**config.mk**
```make
export PLATFORM = sky130hd
export DESIGN_NAME = name_scroller_flat
export DESIGN_NICKNAME = d
export VERILOG_FILES = /design/src/rtl/name_scroller_if.sv /design/src/rtl/name_scroller.sv /design/src/flat_wrapper.sv
export SDC_FILE = /design/constraint.sdc
export NUM_CORES = 1
export LEC_CHECK = 0
export ABC_AREA = 0
export BUFFER_PORTS_ARGS = -buffer_cell sky130_fd_sc_hd__buf_2
export CAP_MARGIN = 20
export CORE_ASPECT_RATIO = 0.6
export CORE_MARGIN = 3
export CORE_UTILIZATION = 35
export CTS_CLUSTER_DIAMETER = 40
export CTS_CLUSTER_SIZE = 30
export DETAILED_ROUTE_END_ITERATION = 10
export HOLD_SLACK_MARGIN = 0.1
export PLACE_DENSITY_LB_ADDON = 0.2
export SKIP_CTS_REPAIR_TIMING = 1
export SLEW_MARGIN = 20
export SYNTH_ARGS = -nofsm -noshare
export SYNTH_HDL_FRONTEND = slang
export SYNTH_SLANG_ARGS = --single-unit
```
**constraint.sdc**
```tcl
create_clock -name clk -period 6.5 [get_ports clk]
set_clock_uncertainty 0.05 [all_clocks]
set_input_delay 0.65 -clock clk [delete_from_list [all_inputs] [get_ports clk]]
set_output_delay 0.65 -clock clk [all_outputs]
set_load 0.005 [all_outputs]
```
**src/rtl/name_scroller_if.sv**
```systemverilog
// Bus bundle for the seven-segment message scroller.
// Master writes the message and controls scrolling; slave drives the display.
interface name_scroller_if #(
  parameter int NUM_DIGITS = 4,
  parameter int MSG_LEN    = 8
);
  localparam int AW = (MSG_LEN > 1) ? $clog2(MSG_LEN) : 1;

  logic                    wr_en;
  logic [AW-1:0]           wr_addr;
  logic [3:0]              wr_data;
  logic                    mode;
  logic                    run;
  logic [7*NUM_DIGITS-1:0] hex;
  logic [AW-1:0]           offset;
  logic                    step;
  logic                    wrap;

  modport master (
    output wr_en, wr_addr, wr_data, mode, run,
    input  hex, offset, step, wrap
  );

  modport slave (
    input  wr_en, wr_addr, wr_data, mode, run,
    output hex, offset, step, wrap
  );
endinterface

```
**src/rtl/name_scroller.sv**
```systemverilog
// Message buffer with a NUM_DIGITS-wide seven-segment window that is either
// static or scrolls left with wrap-around every TICK_DIV cycles.
module name_scroller #(
  parameter int NUM_DIGITS = 4,
  parameter int MSG_LEN    = 8,
  parameter int TICK_DIV   = 25000000
) (
  input  logic clk,
  input  logic reset,
  name_scroller_if.slave bus
);
  localparam int AW = (MSG_LEN > 1) ? $clog2(MSG_LEN) : 1;
  localparam int CW = (TICK_DIV > 1) ? $clog2(TICK_DIV) : 1;
  localparam int HW = 7 * NUM_DIGITS;

  localparam logic [AW:0]   ADDR_LIM = (AW+1)'(MSG_LEN);
  localparam logic [AW-1:0] OFF_LAST = AW'(MSG_LEN - 1);
  localparam logic [CW-1:0] CNT_LAST = CW'(TICK_DIV - 1);

  logic [3:0]    buf_q [MSG_LEN];
  logic [3:0]    buf_d [MSG_LEN];
  logic [AW-1:0] off_q, off_d;
  logic [CW-1:0] cnt_q, cnt_d;
  logic          step_q, step_d;
  logic          wrap_q, wrap_d;
  logic [HW-1:0] hex_q, hex_d;

  // Active-low segment pattern, bit 6 = g ... bit 0 = a.
  function automatic logic [6:0] seg7(input logic [3:0] code);
    logic [6:0] s;
    case (code)
      4'd0:    s = 7'b1000000;
      4'd1:    s = 7'b1111001;
      4'd2:    s = 7'b0100100;
      4'd3:    s = 7'b0110000;
      4'd4:    s = 7'b0011001;
      4'd5:    s = 7'b0010010;
      4'd6:    s = 7'b0000010;
      4'd7:    s = 7'b1111000;
      4'd8:    s = 7'b0000000;
      4'd9:    s = 7'b0010000;
      4'd10:   s = 7'b0001000;
      4'd11:   s = 7'b0000011;
      4'd12:   s = 7'b1000110;
      4'd13:   s = 7'b0100001;
      4'd14:   s = 7'b0000110;
      default: s = 7'b1111111;
    endcase
    return s;
  endfunction

  // Buffer index shown on digit k; digit NUM_DIGITS-1 (leftmost) shows offset.
  function automatic logic [AW-1:0] win_idx(input logic [AW-1:0] off, input int k);
    int t;
    t = (int'(off) + NUM_DIGITS - 1 - k) % MSG_LEN;
    return AW'(t);
  endfunction

  always_comb begin
    buf_d = buf_q;
    if (bus.wr_en && ({1'b0, bus.wr_addr} < ADDR_LIM)) begin
      buf_d[bus.wr_addr] = bus.wr_data;
    end
  end

  // Scroll control: counter runs only in scroll mode with run high.
  always_comb begin
    cnt_d  = cnt_q;
    off_d  = off_q;
    step_d = 1'b0;
    wrap_d = 1'b0;
    if (!bus.mode) begin
      cnt_d = '0;
      off_d = '0;
    end else if (bus.run) begin
      if (cnt_q == CNT_LAST) begin
        cnt_d  = '0;
        step_d = 1'b1;
        if (off_q == OFF_LAST) begin
          off_d  = '0;
          wrap_d = 1'b1;
        end else begin
          off_d = off_q + 1'b1;
        end
      end else begin
        cnt_d = cnt_q + 1'b1;
      end
    end
  end

  always_comb begin
    hex_d = '1;
    for (int k = 0; k < NUM_DIGITS; k++) begin
      hex_d[7*k +: 7] = seg7(buf_q[win_idx(off_q, k)]);
    end
  end

  always_ff @(posedge clk or posedge reset) begin
    if (reset) begin
      for (int i = 0; i < MSG_LEN; i++) buf_q[i] <= 4'd15;
      off_q  <= '0;
      cnt_q  <= '0;
      step_q <= 1'b0;
      wrap_q <= 1'b0;
      hex_q  <= '1;
    end else begin
      buf_q  <= buf_d;
      off_q  <= off_d;
      cnt_q  <= cnt_d;
      step_q <= step_d;
      wrap_q <= wrap_d;
      hex_q  <= hex_d;
    end
  end

  assign bus.hex    = hex_q;
  assign bus.offset = off_q;
  assign bus.step   = step_q;
  assign bus.wrap   = wrap_q;
endmodule
```
**src/flat_wrapper.sv**
```systemverilog
// flat-port wrapper written by rule: the top's interface ports become plain ports
module name_scroller_flat 
#(
  parameter int NUM_DIGITS = 4,
  parameter int MSG_LEN    = 8,
  parameter int TICK_DIV   = 25000000
)
  (clk, reset, bus_wr_en, bus_wr_addr, bus_wr_data, bus_mode, bus_run, bus_hex, bus_offset, bus_step, bus_wrap);
  name_scroller_if #(.NUM_DIGITS(NUM_DIGITS), .MSG_LEN(MSG_LEN)) bus_i ();
  input  logic clk;
  input  logic reset;
  input wire logic [$bits(bus_i.wr_en)-1:0] bus_wr_en;
  input wire logic [$bits(bus_i.wr_addr)-1:0] bus_wr_addr;
  input wire logic [$bits(bus_i.wr_data)-1:0] bus_wr_data;
  input wire logic [$bits(bus_i.mode)-1:0] bus_mode;
  input wire logic [$bits(bus_i.run)-1:0] bus_run;
  output wire logic [$bits(bus_i.hex)-1:0] bus_hex;
  output wire logic [$bits(bus_i.offset)-1:0] bus_offset;
  output wire logic [$bits(bus_i.step)-1:0] bus_step;
  output wire logic [$bits(bus_i.wrap)-1:0] bus_wrap;
  assign bus_i.wr_en = bus_wr_en;
  assign bus_i.wr_addr = bus_wr_addr;
  assign bus_i.wr_data = bus_wr_data;
  assign bus_i.mode = bus_mode;
  assign bus_i.run = bus_run;
  assign bus_hex = bus_i.hex;
  assign bus_offset = bus_i.offset;
  assign bus_step = bus_i.step;
  assign bus_wrap = bus_i.wrap;
  name_scroller #(.NUM_DIGITS(NUM_DIGITS), .MSG_LEN(MSG_LEN), .TICK_DIV(TICK_DIV)) u_core (.clk(clk), .reset(reset), .bus(bus_i));
endmodule
```
=== After elaboration in Yosys (flattened, before gate mapping) ===
Memories as Yosys holds them, arrays and structs flattened. A register that Yosys moved wholly into a read port is not among the register bits.
Cells that the tools add are included.

* Bits in registers: 62
* Bits in read-only memories: 448
* Input bits: 12
* Output and inout port bits: 33
* Logic and storage cells: 69
* Memories: 4

{| class="wikitable"
|+ Memory list
! name !! depth !! width !! rd ports !! clocked after memory_dff !! write ports !! RTL line !! RTL
|-
| (name not given) || 16 || 7 || 1 || 1 || 0 || name_scroller.sv:31 || <nowiki>case (code)</nowiki>
|-
| (name not given) || 16 || 7 || 1 || 1 || 0 || name_scroller.sv:31 ||
|-
| (name not given) || 16 || 7 || 1 || 1 || 0 || name_scroller.sv:31 ||
|-
| (name not given) || 16 || 7 || 1 || 1 || 0 || name_scroller.sv:31 ||
|}

* Add/sub/neg operators: 7
* Magnitude comparators: 6
* Equal/unequal tests: 4
* Mux-type cells: 29
* Bitwise logic cells: 5
* Reduce and logical (&&, ||, !) cells: 2

{| class="wikitable"
|+ Operator list
! operator !! count
|-
| 2-to-1 mux 25 bit || 3
|-
| binary-select mux 4 bit (select 3 bit) || 4
|-
| 2-to-1 mux 4 bit || 9
|-
| bitwise mux 32 bit || 1
|-
| adder 25 x 1 -> 25 bit (second input constant) || 1
|-
| equality test 25 bit (second input constant) || 1
|-
| >= comparator 4 bit (second input constant) || 5
|-
| inverter 3 -> 4 bit || 5
|-
| demux 4 bit (select 3 bit) || 1
|-
| 2-to-1 mux 3 bit || 4
|-
| 2-to-1 mux 1 bit || 7
|-
| subtractor 3 x 2 -> 3 bit (second input constant) || 2
|-
| subtractor 3 bit (second input constant) || 2
|-
| less-than comparator 4 x 1 -> 1 bit (second input constant) || 1
|-
| != test 2 x 1 -> 1 bit (second input constant) || 2
|-
| adder 3 x 1 -> 3 bit (second input constant) || 1
|-
| adder 3 bit (second input constant) || 1
|-
| equality test 3 bit (second input constant) || 1
|-
| AND reduction 2 bit || 1
|-
| logical AND 1 bit || 1
|}

=== Logic depth before layout (Yosys ltp) ===
* Depth after elaboration: 7
* Depth in mapped cells: 15
* Depth with buffers taken out: 11

=== Worst setup path after synthesis ===
OpenSTA, ideal clock, no wires.

* Path kind: reg-to-reg
* Start: register u_core.off_q[0], in the netlist u_core.bus.offset[0]
* End: register u_core.hex_q[24], in the netlist u_core.bus.hex[24]
* Setup time: 0.089 ns
* Arrival time: 3.176 ns
* Required time: 6.361 ns
* Setup slack: 3.186 ns
* Stages on the path, launching flop included: 14
* Buffers on the path: 4
* Period minus slack after synthesis: 3.314 ns
* Cell sequence: dfrtp_1 > buf_4 > buf_6 > inv_1 > ha_1 > buf_4 > buf_4 > mux4_2 > mux2i_1 > inv_1 > ha_1 > nor2b_1 > a211oi_1 > a21oi_1

* Word-level cells in the longest chain between the ends: 7

{| class="wikitable"
|+ RTL lines
! item !! RTL line !! RTL
|-
| start, declared || name_scroller.sv:22 || <nowiki>logic [AW-1:0] off_q, off_d;</nowiki>
|-
| start signal, assigned || name_scroller.sv:101 || <nowiki>off_q <= '0;</nowiki>
|-
| start signal, assigned || name_scroller.sv:108 || <nowiki>off_q <= off_d;</nowiki>
|-
| adder 3 bit || name_scroller.sv:55 || <nowiki>t = (int'(off) + NUM_DIGITS - 1 - k) % MSG_LEN;</nowiki>
|-
| subtractor 3 x 2 -> 3 bit || name_scroller.sv:55 ||
|-
| subtractor 3 bit || name_scroller.sv:55 ||
|-
| inverter 3 -> 4 bit (not written as such) || name_scroller.sv:94 || <nowiki>hex_d[7*k +: 7] = seg7(buf_q[win_idx(off_q, k)]);</nowiki>
|-
| binary-select mux 4 bit (select 3 bit) || name_scroller.sv:94 ||
|-
| 2-to-1 mux 4 bit (not written as such) (2 in series) || name_scroller.sv:94 ||
|-
| end, declared || name_scroller.sv:26 || <nowiki>logic [HW-1:0] hex_q, hex_d;</nowiki>
|}

No other way between the ends. The select of a mux whose other input is x is not followed.
A chain may end at the register's enable or synchronous reset.

=== Final worst setup path ===
Same ends and word-level chain as after synthesis.

==> results.toml <==
[run_status]
outcome = "finished clean"

[timing]
setup_viol = 0
slew_viol_final = 0
finalHoldViolCount = 0
fin_crit_ps = 3840
clock.fmax_mhz = 260
relSlewSlack = 0.321
period_share = 0.591
hold_ws_ps = 498
worstMarginPinSlew_ps = 1020
setup_slack_ps = 2660
rsz0062_at_grt = "no"
tns_ps = 0

[synth]
synth-seq-cells = 90
ys_warn_count = 0
ys_top_cells_by_area = "dfstp_2 (27%), dfrtp_1 (13%), mux2_2 (8.1%), mux4_2 (8.1%), ha_1 (6.9%)"
muxShareOfSynthArea = 0.242
synthTopCellsByCount = "dfstp_2 (60), mux2_2 (42), mux2i_1 (34)"
synth_compound_area_frac = 0.0837
synthSimpleGateAreaFrac = 0.130
synthCells = 501
async_flop_share = 1.00
synth.avg_cell_area_um2 = 11.7
yosysTopAreaCell = "dfstp_2"
synthXorXnorAreaFrac = 0.0377
synth.distinct_cells = 62
netlist_area_um2 = 5840
yosysSeqAreaShare = 0.398
synth_fp_nets = 545
synthAdderAreaFrac = 0.0685
synth_most_common_cell = "dfstp_2"
synth_top_family_by_area = "multiplexers"
synthFlopType = "dfstp_2"
synth_edf_count = 0
synth_top_area_share = 0.270

[grt]
grt_pass1_vias = 3876
overflow = 0
grt_first_pass_wirelength_um = 22600
grtUsageTotal = 0.155
antenna_found_initial = 0
grt_max_degree = 51

[run]
drv_cap = 0

[routing]
drc_errors = 0
antenna_left = 0
first_pass_iters = 5
drt-wirelength-per-cell_um = 18.0
finalWirelength_um = 13700
vias = 4037
via_per_inst = 5.28
drt_iter0_drc = 417

[die]
die_height_um = 106
core_region_area_um2 = 15900
boundaryPins = 45
dieWidth_um = 173
start_util = 0.369
die_area_um2 = 18300
num_rows = 35

[placed_design]
place_ws_ps = 2660
gp_congestion = 0.862
portBuffers = 44
hpwlAfterDp_um = 10000

[critical_path]
timing.rr.start = "u_core.bus.offset[0]$_DFFE_PP0P_"
crit_arrival_ps = 4050
required_ps = 6710
cp_max_fo = 38
crit_type = "reg -> reg"
startpoint = "u_core.bus.offset[0]$_DFFE_PP0P_"
cp-start-kind = "flip-flop"
crit_path_end_kind = "flip-flop"

[power]
power_density_nw_per_um2 = 293
p_leak_nw = 2.63
peakVddDrop_mv = 0.113

[clocking]
clockBufferDepth = 2
cts_root_buf = "clkbuf_16"
cts_buffers = 9
clkTransAtPathRegs_ps = 60
insertion_delay_ps = 350
cts_max_level = 3
cts_tree = "done"
cts_sinks = 90

[finish]
fin_nets = 582
drive_above_1_share = 0.372
synthToLayoutAreaGrowth_pct = 11.8
diodes = 0

[min_path]
hold_start = "u_core.cnt_q[14]$_DFFE_PP0P_"
hold_path.class = "reg -> reg"
-- metal layers --
metal	part of all wire	vias to the layer above	global-route usage
met5	0	-	0
met4	0.0087	0	0.0341
met3	0.056	6	0.0328
met2	0.39	118	0.205
met1	0.54	1997	0.253
li1	-	1916	-
-- area by class of cell --
cell class | instances | area (um2)
fill | 1529 | 9320
clock inverter | 6 | 90.1
sequential | 90 | 2330
timing repair buffer | 47 | 243
inverter | 21 | 80.1
multi-input combinational | 369 | 3290
clock buffer | 10 | 229
tap | 222 | 278
-- worst max-delay path: stages (launching register included) --
cell	delay (ps)
dfrtp_1	320
buf_4	440
inv_1	230
ha_1	340
buf_4	390
mux4_2	560
mux2i_1	490
inv_1	190
ha_1	250
nor2b_1	170
a211oi_1	260
a21oi_1	60
-- logic make-up (layout without fill, tap and decap cells) --
logic type / after synthesis / in the layout
simple gates: 140 / 140
mux: 103 / 103
flops: 90 / 90
compound gates: 74 / 74
buf+inv: 42 / 84
fa+ha+maj: 32 / 32
xor+xnor: 20 / 20
-- worst paths after layout --
path                                                end  slack [ps]  depth (start not counted)
max                        u_core.bus.hex[24]$_DFF_PP1_        2660                         11
min                        u_core.cnt_q[14]$_DFFE_PP0P_         500                          2
max reg2reg                u_core.bus.hex[24]$_DFF_PP1_        2660                         11
min reg2reg                u_core.cnt_q[14]$_DFFE_PP0P_         500                          2
max in group asynchronous  u_core.cnt_q[14]$_DFFE_PP0P_        4920                          3
min in group asynchronous   u_core.bus.hex[2]$_DFF_PP1_         720                          2
-- power breakdown --
part / internal (mW) / switching (mW)
clock: 0.339 / 0.230
combinational: 0.247 / 0.275
sequential: 0.748 / 0.0779
-- placed cells by master, fill, tap and decap left out, drive strengths merged, types with 4 or more instances in the layout --
| cell | n |
|---|---|
| mux2 | 42 |
| inv | 20 |
| buf | 47 |
| clkinv | 4 |
| xnor2 | 14 |
| nor4 | 4 |
| nor3b | 4 |
| nor2 | 28 |
| o211ai | 5 |
| and3 | 6 |
| o22ai | 5 |
| mux2i | 39 |
| and2 | 8 |
| o21ai | 21 |
| a21oi | 18 |
| nand4 | 10 |
| ha | 32 |
| nand3 | 14 |
| dfrtp | 30 |
| nand2b | 13 |
| nor3 | 6 |
| nor2b | 4 |
| nand2 | 26 |
| o32ai | 4 |
| dfstp | 60 |
| mux4 | 22 |
| o21a | 5 |
| clkbuf | 10 |
| xor2 | 4 |
-- state kept, by name, indices dropped and copies added, names as in the netlist --
register / flops
u_core.bus.step: 1
u_core.bus.offset: 3
u_core.buf_q: 32
u_core.bus.hex: 28
u_core.bus.wrap: 1
u_core.cnt_q: 25
-- metrics by stage --
stage          cells  instance area (um2)  total power [mW]   util
4_1_cts          765                 6530              1.94  0.412
6_report         765                 6540              1.92  0.412
2_1_floorplan    501                 5840              1.18      -
3_3_place_gp     749                 6210              1.34  0.392
3_5_place_dp     749                 6210              1.36  0.392
5_1_grt          765                 6540              2.03  0.412
No activity file was read; power rests on OpenSTA's default activity.
